**config.mk**
```make
export PLATFORM = sky130hd
export DESIGN_NAME = rgb_fade_sequencer
export DESIGN_NICKNAME = d
export VERILOG_FILES = /design/src/rtl/rgb_fade_sequencer_pkg.sv /design/src/rtl/rgb_fade_sequencer_tick_prescaler.sv /design/src/rtl/rgb_fade_sequencer.sv
export SDC_FILE = /design/constraint.sdc
export NUM_CORES = 1
export LEC_CHECK = 0
export BUFFER_PORTS_ARGS = -buffer_cell sky130_fd_sc_hd__buf_2
export CORE_MARGIN = 5
export CORE_UTILIZATION = 30
export DETAILED_ROUTE_END_ITERATION = 12
export PLACE_DENSITY_LB_ADDON = 0.1
export SYNTH_ARGS = -nofsm -noshare
export SYNTH_HDL_FRONTEND = slang
export SYNTH_SLANG_ARGS = --single-unit
```
**constraint.sdc**
```tcl
create_clock -name clk -period 7.1 [get_ports clk]
set_input_delay 0.71 -clock clk [delete_from_list [all_inputs] [get_ports clk]]
set_output_delay 0.71 -clock clk [all_outputs]
set_load 0.005 [all_outputs]
```
**src/rtl/rgb_fade_sequencer_pkg.sv**
```systemverilog
// Shared types and helpers for the RGB fade sequencer: FSM states, the
// hue keyframe table, keyframe index wrap and the crossfade interpolation step.
package rgb_seq_pkg;

    typedef enum logic [1:0] {
        ST_IDLE = 2'd0,
        ST_HOLD = 2'd1,
        ST_FADE = 2'd2
    } state_t;

    localparam int NUM_KEYS = 6;
    localparam int CH_R     = 0;
    localparam int CH_G     = 1;
    localparam int CH_B     = 2;

    function automatic logic [2:0] key_next(input logic [2:0] idx);
        return (idx == 3'(NUM_KEYS - 1)) ? 3'd0 : idx + 3'd1;
    endfunction

    // Level of one channel at a keyframe: either 0 or full scale 2^duty_w-1.
    function automatic logic [31:0] key_level(input logic [2:0] idx, input int ch,
                                              input int duty_w);
        logic [2:0] mask;
        logic       sel;
        case (idx)
            3'd0:    mask = 3'b100;
            3'd1:    mask = 3'b110;
            3'd2:    mask = 3'b010;
            3'd3:    mask = 3'b011;
            3'd4:    mask = 3'b001;
            3'd5:    mask = 3'b101;
            default: mask = 3'b100;
        endcase
        case (ch)
            CH_R:    sel = mask[2];
            CH_G:    sel = mask[1];
            default: sel = mask[0];
        endcase
        return sel ? ((32'd1 << duty_w) - 32'd1) : 32'd0;
    endfunction

    // 32-bit signed holds (to-from)*step exactly for duty widths up to 16 bits.
    function automatic logic signed [31:0] lerp_step(input logic signed [31:0] from_v,
                                                     input logic signed [31:0] to_v,
                                                     input logic signed [31:0] step_v,
                                                     input int shift);
        logic signed [31:0] prod;
        prod = (to_v - from_v) * step_v;
        return from_v + (prod >>> shift);
    endfunction

endpackage

```
**src/rtl/rgb_fade_sequencer_tick_prescaler.sv**
```systemverilog
// Free-running tick divider: one-cycle tick every TICK_DIV enabled clocks.
// clear forces the count back to zero and wins over run.
module tick_prescaler #(
    parameter int TICK_DIV = 120000
) (
    input  logic clk,
    input  logic rst_n,
    input  logic run,
    input  logic clear,
    output logic tick
);
    localparam int CNT_W = $clog2(TICK_DIV);

    logic [CNT_W-1:0] r_cnt;
    logic             w_wrap;

    assign w_wrap = (r_cnt == CNT_W'(TICK_DIV - 1));
    assign tick   = run && !clear && w_wrap;

    always_ff @(posedge clk or negedge rst_n) begin
        if (!rst_n) begin
            r_cnt <= '0;
        end else if (clear) begin
            r_cnt <= '0;
        end else if (run) begin
            r_cnt <= w_wrap ? '0 : r_cnt + 1'b1;
        end
    end
endmodule

```
**src/rtl/rgb_fade_sequencer.sv**
```systemverilog
// Coordinated RGB colour scheduler: holds each hue keyframe, then linearly
// crossfades all three duty values to the next keyframe on sequencer ticks.
module rgb_fade_sequencer
    import rgb_seq_pkg::*;
#(
    parameter int TICK_DIV   = 120000,
    parameter int FADE_STEPS = 32,
    parameter int HOLD_TICKS = 50,
    parameter int DUTY_W     = 8
) (
    input  logic              clk,
    input  logic              rst_n,
    input  logic              enable,
    input  logic              pause,
    input  logic              next_req,
    output logic [DUTY_W-1:0] duty_r,
    output logic [DUTY_W-1:0] duty_g,
    output logic [DUTY_W-1:0] duty_b,
    output logic              duty_update,
    output logic [2:0]        key_idx,
    output logic [1:0]        state_o
);
    localparam int STEP_SH = $clog2(FADE_STEPS);
    localparam int STEP_W  = $clog2(FADE_STEPS + 1);
    localparam int HOLD_W  = $clog2(HOLD_TICKS + 1);

    state_t              r_state, w_state_nxt;
    logic [HOLD_W-1:0]   r_hold_cnt, w_hold_nxt, w_hold_inc;
    logic [STEP_W-1:0]   r_step, w_step_nxt, w_step_inc;
    logic [2:0]          r_key_idx, w_key_nxt, w_key_to;
    logic [DUTY_W-1:0]   r_duty_r, r_duty_g, r_duty_b;
    logic [DUTY_W-1:0]   w_duty_r_nxt, w_duty_g_nxt, w_duty_b_nxt;
    logic                r_duty_update, w_update_nxt;
    logic                w_tick, w_run, w_clear, w_skip, w_hold_done, w_fade_done;

    assign w_skip      = enable && !pause && (r_state == ST_HOLD) && next_req;
    assign w_run       = enable && !pause && (r_state != ST_IDLE);
    assign w_clear     = !enable || (r_state == ST_IDLE) || w_skip;
    assign w_hold_inc  = r_hold_cnt + 1'b1;
    assign w_step_inc  = r_step + 1'b1;
    assign w_hold_done = (w_hold_inc == HOLD_W'(HOLD_TICKS));
    assign w_fade_done = (w_step_inc == STEP_W'(FADE_STEPS));
    assign w_key_to    = key_next(r_key_idx);

    tick_prescaler #(.TICK_DIV(TICK_DIV)) u_prescaler (
        .clk   (clk),
        .rst_n (rst_n),
        .run   (w_run),
        .clear (w_clear),
        .tick  (w_tick)
    );

    always_ff @(posedge clk or negedge rst_n) begin
        if (!rst_n) r_state <= ST_IDLE;
        else        r_state <= w_state_nxt;
    end

    always_comb begin
        w_state_nxt = r_state;
        if (!enable) begin
            w_state_nxt = ST_IDLE;
        end else if (!pause) begin
            case (r_state)
                ST_IDLE: w_state_nxt = ST_HOLD;
                ST_HOLD: if (next_req || (w_tick && w_hold_done)) w_state_nxt = ST_FADE;
                ST_FADE: if (w_tick && w_fade_done) w_state_nxt = ST_HOLD;
                default: w_state_nxt = ST_IDLE;
            endcase
        end
    end

    // Counter and duty updates; pause leaves everything at its default (hold).
    always_comb begin
        w_hold_nxt   = r_hold_cnt;
        w_step_nxt   = r_step;
        w_key_nxt    = r_key_idx;
        w_duty_r_nxt = r_duty_r;
        w_duty_g_nxt = r_duty_g;
        w_duty_b_nxt = r_duty_b;
        w_update_nxt = 1'b0;
        if (!enable) begin
            w_hold_nxt   = '0;
            w_step_nxt   = '0;
            w_key_nxt    = 3'd0;
            w_duty_r_nxt = '0;
            w_duty_g_nxt = '0;
            w_duty_b_nxt = '0;
            w_update_nxt = |{r_duty_r, r_duty_g, r_duty_b};
        end else if (!pause) begin
            case (r_state)
                ST_IDLE: begin
                    w_hold_nxt   = '0;
                    w_step_nxt   = '0;
                    w_key_nxt    = 3'd0;
                    w_duty_r_nxt = DUTY_W'(key_level(3'd0, CH_R, DUTY_W));
                    w_duty_g_nxt = DUTY_W'(key_level(3'd0, CH_G, DUTY_W));
                    w_duty_b_nxt = DUTY_W'(key_level(3'd0, CH_B, DUTY_W));
                    w_update_nxt = 1'b1;
                end
                ST_HOLD: begin
                    if (next_req || (w_tick && w_hold_done)) begin
                        w_hold_nxt = '0;
                        w_step_nxt = '0;
                    end else if (w_tick) begin
                        w_hold_nxt = w_hold_inc;
                    end
                end
                ST_FADE: begin
                    if (w_tick) begin
                        w_duty_r_nxt = DUTY_W'(lerp_step(
                            $signed(key_level(r_key_idx, CH_R, DUTY_W)),
                            $signed(key_level(w_key_to, CH_R, DUTY_W)),
                            $signed(32'(w_step_inc)), STEP_SH));
                        w_duty_g_nxt = DUTY_W'(lerp_step(
                            $signed(key_level(r_key_idx, CH_G, DUTY_W)),
                            $signed(key_level(w_key_to, CH_G, DUTY_W)),
                            $signed(32'(w_step_inc)), STEP_SH));
                        w_duty_b_nxt = DUTY_W'(lerp_step(
                            $signed(key_level(r_key_idx, CH_B, DUTY_W)),
                            $signed(key_level(w_key_to, CH_B, DUTY_W)),
                            $signed(32'(w_step_inc)), STEP_SH));
                        w_update_nxt = 1'b1;
                        if (w_fade_done) begin
                            w_key_nxt  = w_key_to;
                            w_step_nxt = '0;
                            w_hold_nxt = '0;
                        end else begin
                            w_step_nxt = w_step_inc;
                        end
                    end
                end
                default: ;
            endcase
        end
    end

    always_ff @(posedge clk or negedge rst_n) begin
        if (!rst_n) begin
            r_hold_cnt    <= '0;
            r_step        <= '0;
            r_key_idx     <= 3'd0;
            r_duty_r      <= '0;
            r_duty_g      <= '0;
            r_duty_b      <= '0;
            r_duty_update <= 1'b0;
        end else begin
            r_hold_cnt    <= w_hold_nxt;
            r_step        <= w_step_nxt;
            r_key_idx     <= w_key_nxt;
            r_duty_r      <= w_duty_r_nxt;
            r_duty_g      <= w_duty_g_nxt;
            r_duty_b      <= w_duty_b_nxt;
            r_duty_update <= w_update_nxt;
        end
    end

    assign duty_r      = r_duty_r;
    assign duty_g      = r_duty_g;
    assign duty_b      = r_duty_b;
    assign duty_update = r_duty_update;
    assign key_idx     = r_key_idx;
    assign state_o     = r_state;
endmodule

```
**After elaboration in Yosys (flattened, before gate mapping)**

Index checks and enable logic that the tools add are counted.

- Register bits after elaboration: 59
- Input bits: 5
- Output and inout bits: 30
- Logic and storage cells: 143

- Add/sub/neg operators: 10
- $mul: 3
- Equal/unequal tests: 23
- Muxes and demuxes: 75
- Reductions and logical operators: 23

Operators by type and width:

| operator | count |
|---|---|
| two-way mux 8 bit | 15 |
| two-way mux 6 bit | 11 |
| two-way mux 17 bit | 3 |
| case mux 8 bit (2 select lines) | 3 |
| multiplier 9 x 7 -> 13 bit | 3 |
| case mux 6 bit (3 select lines) | 2 |
| case mux 3 bit (5 select lines) | 2 |
| two-way mux 1 bit | 27 |
| subtractor 8 x 8 -> 9 bit | 3 |
| adder 8 bit | 3 |
| OR reduction 24 bit | 1 |
| adder 17 x 1 -> 17 bit (second input constant) | 1 |
| equality test 17 bit (second input constant) | 1 |
| two-way mux 3 bit | 5 |
| adder 6 x 1 -> 6 bit (second input constant) | 2 |
| equality test 3 x 2 -> 1 bit (second input constant) | 4 |
| equality test 3 bit (second input constant) | 4 |
| equality test 6 bit (second input constant) | 2 |
| inequality test 3 bit (second input constant) | 3 |
| logical AND 1 bit | 8 |
| two-way mux 2 bit | 4 |
| AND reduction 4 bit | 2 |
| equality test 3 x 1 -> 1 bit (second input constant) | 2 |
| case mux 2 bit (3 select lines) | 1 |
| 16 further kinds | 22 |

**Logic depth before layout (Yosys ltp)**

- Depth in word-level cells: 20
- Mapped depth: 31
- Mapped depth without buffers: 30

**Cells and area by module**

A second synthesis with hierarchy kept.

- Cells, all modules: 899
- Area, all modules: 8186.6 µm²

By module, submodules not included:

| module | instances | cells each | area an instance (µm²) |
|---|---|---|---|
| rgb_fade_sequencer | 1 | 794 | 7163.1 |
| tick_prescaler | 1 | 105 | 1023.5 |

**Worst setup path before layout**

No wires, ideal clock.

- Kind: register to register
- Start: register r_key_idx[1] (netlist: key_idx[1])
- End: register r_duty_g[7] (netlist: duty_g[7])
- Arrival: 6.966 ns
- Required time: 6.979 ns
- Setup slack: 0.013 ns
- Cell stages (with the launch flop): 30
- Clock period less this slack: 7.087 ns
- Cells stage by stage: dfrtp_1 inv_1 ha_1 o21ai_0 inv_1 ha_1 clkbuf_1 nand2b_1 inv_1 fa_1 inv_1 fa_1 inv_1 fa_1 inv_1 fa_1 inv_1 ha_1 o21a_1 o21ai_0 nand2b_1 a21bo_2 xnor2_1 ha_1 a41oi_1 o21ai_0 o31ai_1 xnor2_1 xnor2_1 a22o_1

- Longest elaborated chain between the ends: 16
- Elaborated cells between the ends (all ways): 31

RTL lines:

| item | line | text |
|---|---|---|
| start: declaration | rgb_fade_sequencer.sv:30 | `logic [2:0] r_key_idx, w_key_nxt, w_key_to;` |
| start signal: assignment | rgb_fade_sequencer.sv:149 | `r_key_idx <= w_key_nxt;` |
| adder 3 x 1 -> 3 bit / equality test 3 bit (equally long branches) | rgb_fade_sequencer_pkg.sv:17, rgb_fade_sequencer_pkg.sv:25 |  |
| two-way mux 3 bit | rgb_fade_sequencer_pkg.sv:17 | `return (idx == 3'(NUM_KEYS - 1)) ? 3'd0 : idx + 3'd1;` |
| equality test 3 bit, or another cell as far along | rgb_fade_sequencer_pkg.sv:25 | `case (idx)` |
| case mux 3 bit (5 select lines) | rgb_fade_sequencer_pkg.sv:25 |  |
| two-way mux 1 bit | rgb_fade_sequencer.sv:109 | `if (w_tick) begin` |
| two-way mux 1 bit | rgb_fade_sequencer.sv:90 | `case (r_state)` |
| two-way mux 1 bit | rgb_fade_sequencer.sv:89 | `end else if (!pause) begin` |
| two-way mux 1 bit | rgb_fade_sequencer.sv:81 | `if (!enable) begin` |
| two-way mux 8 bit | rgb_fade_sequencer_pkg.sv:39 | `return sel ? ((32'd1 << duty_w) - 32'd1) : 32'd0;` |
| subtractor 8 x 8 -> 9 bit | rgb_fade_sequencer_pkg.sv:48 | `prod = (to_v - from_v) * step_v;` |
| multiplier 9 x 7 -> 13 bit | rgb_fade_sequencer_pkg.sv:48 |  |
| adder 8 bit (*) | rgb_fade_sequencer_pkg.sv:49 | `return from_v + (prod >>> shift);` |
| two-way mux 8 bit (*) | rgb_fade_sequencer.sv:109 |  |
| case mux 8 bit (2 select lines) (*) | rgb_fade_sequencer.sv:90 |  |
| two-way mux 8 bit (*) | rgb_fade_sequencer.sv:89 |  |
| two-way mux 8 bit (*) | rgb_fade_sequencer.sv:81 |  |
| end signal: assignment | rgb_fade_sequencer.sv:151 | `r_duty_g <= w_duty_g_nxt;` |
| end: declaration | rgb_fade_sequencer.sv:31 | `logic [DUTY_W-1:0] r_duty_r, r_duty_g, r_duty_b;` |

Mark *: on every way between the ends. The rest lies on a longest branch, timed or not. The select of a mux whose other input is x is not followed.
A chain may end at the register's enable or synchronous reset.

**Worst setup path after layout**

- Start: register r_key_idx[1] (netlist: key_idx[1])
- End: register r_duty_b[7] (netlist: duty_b[7])

- Longest elaborated chain between the ends: 16
- Elaborated cells between the ends (all ways): 31

RTL lines:

| item | line | text |
|---|---|---|
| adder 3 x 1 -> 3 bit / equality test 3 bit (equally long branches) | rgb_fade_sequencer_pkg.sv:17, rgb_fade_sequencer_pkg.sv:25 |  |
| two-way mux 3 bit | rgb_fade_sequencer_pkg.sv:17 |  |
| equality test 3 bit, or another cell as far along | rgb_fade_sequencer_pkg.sv:25 |  |
| case mux 3 bit (5 select lines) | - |  |
| two-way mux 1 bit | rgb_fade_sequencer.sv:109 |  |
| two-way mux 1 bit | rgb_fade_sequencer.sv:90 |  |
| two-way mux 1 bit | rgb_fade_sequencer.sv:89 |  |
| two-way mux 1 bit | rgb_fade_sequencer.sv:81 |  |
| two-way mux 8 bit | rgb_fade_sequencer_pkg.sv:39 |  |
| subtractor 8 x 8 -> 9 bit | rgb_fade_sequencer_pkg.sv:48 |  |
| multiplier 9 x 7 -> 13 bit | rgb_fade_sequencer_pkg.sv:48 |  |
| adder 8 bit (*) | rgb_fade_sequencer_pkg.sv:49 |  |
| two-way mux 8 bit (*) | rgb_fade_sequencer.sv:109 |  |
| case mux 8 bit (2 select lines) (*) | rgb_fade_sequencer.sv:90 |  |
| two-way mux 8 bit (*) | rgb_fade_sequencer.sv:89 |  |
| two-way mux 8 bit (*) | rgb_fade_sequencer.sv:81 |  |
| end signal: assignment | rgb_fade_sequencer.sv:152 | `r_duty_b <= w_duty_b_nxt;` |
| end: declaration | rgb_fade_sequencer.sv:31 |  |

Marked as above.

==> metrics.cfg <==
[cells_and_area]
final_cell_area_mm2 = 0.00917
fillCellCount = 2801
antenna_cells = 0
nets = 1131
drive_above_1_share_pct = 11.5
area_growth_syn_to_layout_pct = 13.2

[detailed_routing]
route.vias.total = 6072
drt-vias-per-instance = 4.69
avgRoutedWirePerCell_um = 15.3
drt-total-wl_mm = 19.9
postRouteAntennaNets = 0
route.detailed.drc = 0
first_pass_iters = 5
drtIter0Drc = 302

[synth]
synth_cells = 898
synth_top_area_share_pct = 21.0
yosysTopAreaCell = fa_1
synth_common_cells = inv_1 (165), ha_1 (91), fa_1 (85), o21ai_0 (70), dfrtp_1 (59)
async_flop_share_pct = 100
syn_avg_cell_area_um2 = 9.02
yosysWarnings = 0
synthDistinctLibCells = 68
dominantRegCellSynth = dfrtp_1
synth_fp_nets = 1079
synth-seq-cells = 59
yosysMostFrequentCell = inv_1
synth-edff-count = 0
syn_area_mm2 = 0.00810
synth_area_leaders = fa_1 (21%), dfrtp_1 (18%), ha_1 (14%)
ys_seq_area_share_pct = 18.2

[power_and_ir_drop]
power_frac_clock_pct = 36.4
total_leakage_power_nw = 4.80
total_power_mw = 1.33
p_sw_mw = 0.473
internal_power_mw = 0.858
swShare_pct = 35.5
pwr-share-comb_pct = 34.0
ir_drop_mv = 0.118
seqPwrFrac_pct = 29.6
power_density_mw_per_mm2 = 145

[global_routing]
grt_max_degree = 60
grtUsageMet3_pct = 1.48
grt_pass1_wl_mm = 33.7
gr-max-usage-layer = met2
met2_usage_pct = 22.6
grt_overflow = 0
first_global_vias = 6320
antenna_found_initial = 0
use_met1_pct = 19.2
track_usage_pct = 13.5

[clock_network]
cts_tree = done
cts_root_buf = clkbuf_16
htree_levels = 3
worstSkewPairLatency_ps = 330
clock-sinks = 59
cts_hold_buf = 0
clk_path_buf_depth = 2
clk_pin_slew_ps = 60
cts_buffers = 9

[timing]
tightest_slew_ps = 1100
finalSetupViolCount = 0
rsz0062_at_grt = false
tns_ps = 0
slew_headroom_pct = 25.8
final_max_slew_viol_count = 0
fin_crit_ps = 6640
finalClockSkew_ps = 13.6
hold_violations = 0
clock.fmax_ghz = 0.151
fin_crit_sh_pct = 93.6

[setup_path]
worstPathArrival_ps = 6860
end_kind = flip-flop
crit_slowest_cell = fa_1
reg2reg_slack_ps = 460
start_kind = flip-flop
worst-path-buf-inv = 4
path_class = flip-flop to flip-flop
slowest_delay_ps = 550
critical_path.max_fanout = 9
crit_family = adder cells
worstPathRequired_ps = 7320

[placement]
dp_hpwl_mm = 16.5
place_area_mm2 = 0.00879
port_buffers = 34
gp_congestion = 0.786

[floorplanning]
core_area_mm2 = 0.0268
ios = 35
die_h_um = 174
initial_core_util_pct = 30.2
core.rowCount = 60
die_area_mm2 = 0.0304
die_w_um = 174

[min_path]
holdCritPathClass = flip-flop to flip-flop

[outcome]
status = finished, final reports clean

[flow_run]
drv_cap = 0

layout by cell type (no fill, tap or decap), drive strengths merged, types with 31 or more instances in the layout:
cell	n
a21oi	31
buf	58
dfrtp	59
fa	85
ha	91
inv	166
nand2	58
nor2	40
o21ai	72
xnor2	43
worst paths after layout:
path,from,end,cells past startpoint
min in group asynchronous,rst_n,duty_r[2]$_DFFE_PN0P_,2
max in group asynchronous,rst_n,key_idx[0]$_DFFE_PN0P_,2
hold / removal,r_hold_cnt[5]$_DFFE_PN0P_,r_hold_cnt[5]$_DFFE_PN0P_,1
setup reg to reg,key_idx[1]$_DFFE_PN0P_,duty_b[7]$_DFFE_PN0P_,26
hold reg to reg,r_hold_cnt[5]$_DFFE_PN0P_,r_hold_cnt[5]$_DFFE_PN0P_,1
setup / recovery,key_idx[1]$_DFFE_PN0P_,duty_b[7]$_DFFE_PN0P_,26
through the flow:
stage          instances  setup slack [ps]  util, %  hold WS [ps]
3_5_place_dp        1280             -34.8     32.8           491
5_1_grt             1296              4.71     34.2           543
3_3_place_gp        1280              46.3     32.8           495
4_1_cts             1296              51.8     34.0           496
6_report            1296               457     34.2           489
2_1_floorplan        898              12.8        -           414
layout make-up:
| cell class | instances | area (µm²) | area share (%) |
|---|---|---|---|
| inverter | 166 | 623 | 6.80 |
| multi-input combinational | 656 | 5960 | 65.0 |
| clock inverter | 4 | 72.6 | 0.792 |
| timing repair buffer | 58 | 350 | 3.82 |
| tap | 341 | 427 | 4.65 |
| sequential | 59 | 1480 | 16.1 |
| clock buffer | 12 | 256 | 2.80 |
cell families after synthesis:
kind of cell / after synthesis / synth area share (%)
compound gates: 188 / 15.2
xor+xnor: 66 / 7.99
fa+ha+maj: 176 / 35.1
buf+inv: 183 / 8.82
flops: 59 / 18.2
mux: 3 / 0.417
simple gates: 223 / 14.3
repair_timing:
action	4_1_cts	5_1_grt
endpoints found under the setup margin	1	4
buffers inserted	0	0
resized for setup	1	16
gates cloned	0	0
power groups by stage:
stage | logic (mW) | clock network [mW] | registers [mW]
3_5_place_dp | 0.453 | 0 | 0.400
3_3_place_gp | 0.459 | 0 | 0.402
4_1_cts | 0.456 | 0.496 | 0.394
5_1_grt | 0.514 | 0.509 | 0.398
2_1_floorplan | 0.328 | 0 | 0.383
6_report | 0.452 | 0.485 | 0.394
registers in the layout (all words and copies together) (netlist names):
register,cells
r_step,6
duty_g,8
duty_r,8
duty_update,1
duty_b,8
key_idx,3
r_hold_cnt,6
u_prescaler.r_cnt,17
state_o,2
per-layer routing:
layer	routed length, µm	vias to the layer above	share of wire, %
li1	-	3089	-
met1	9880	2913	50
met2	9360	58	47
met3	468	12	2.4
met4	165	0	0.83
met5	0	-	0
No activity file was read; power rests on OpenSTA's default activity.
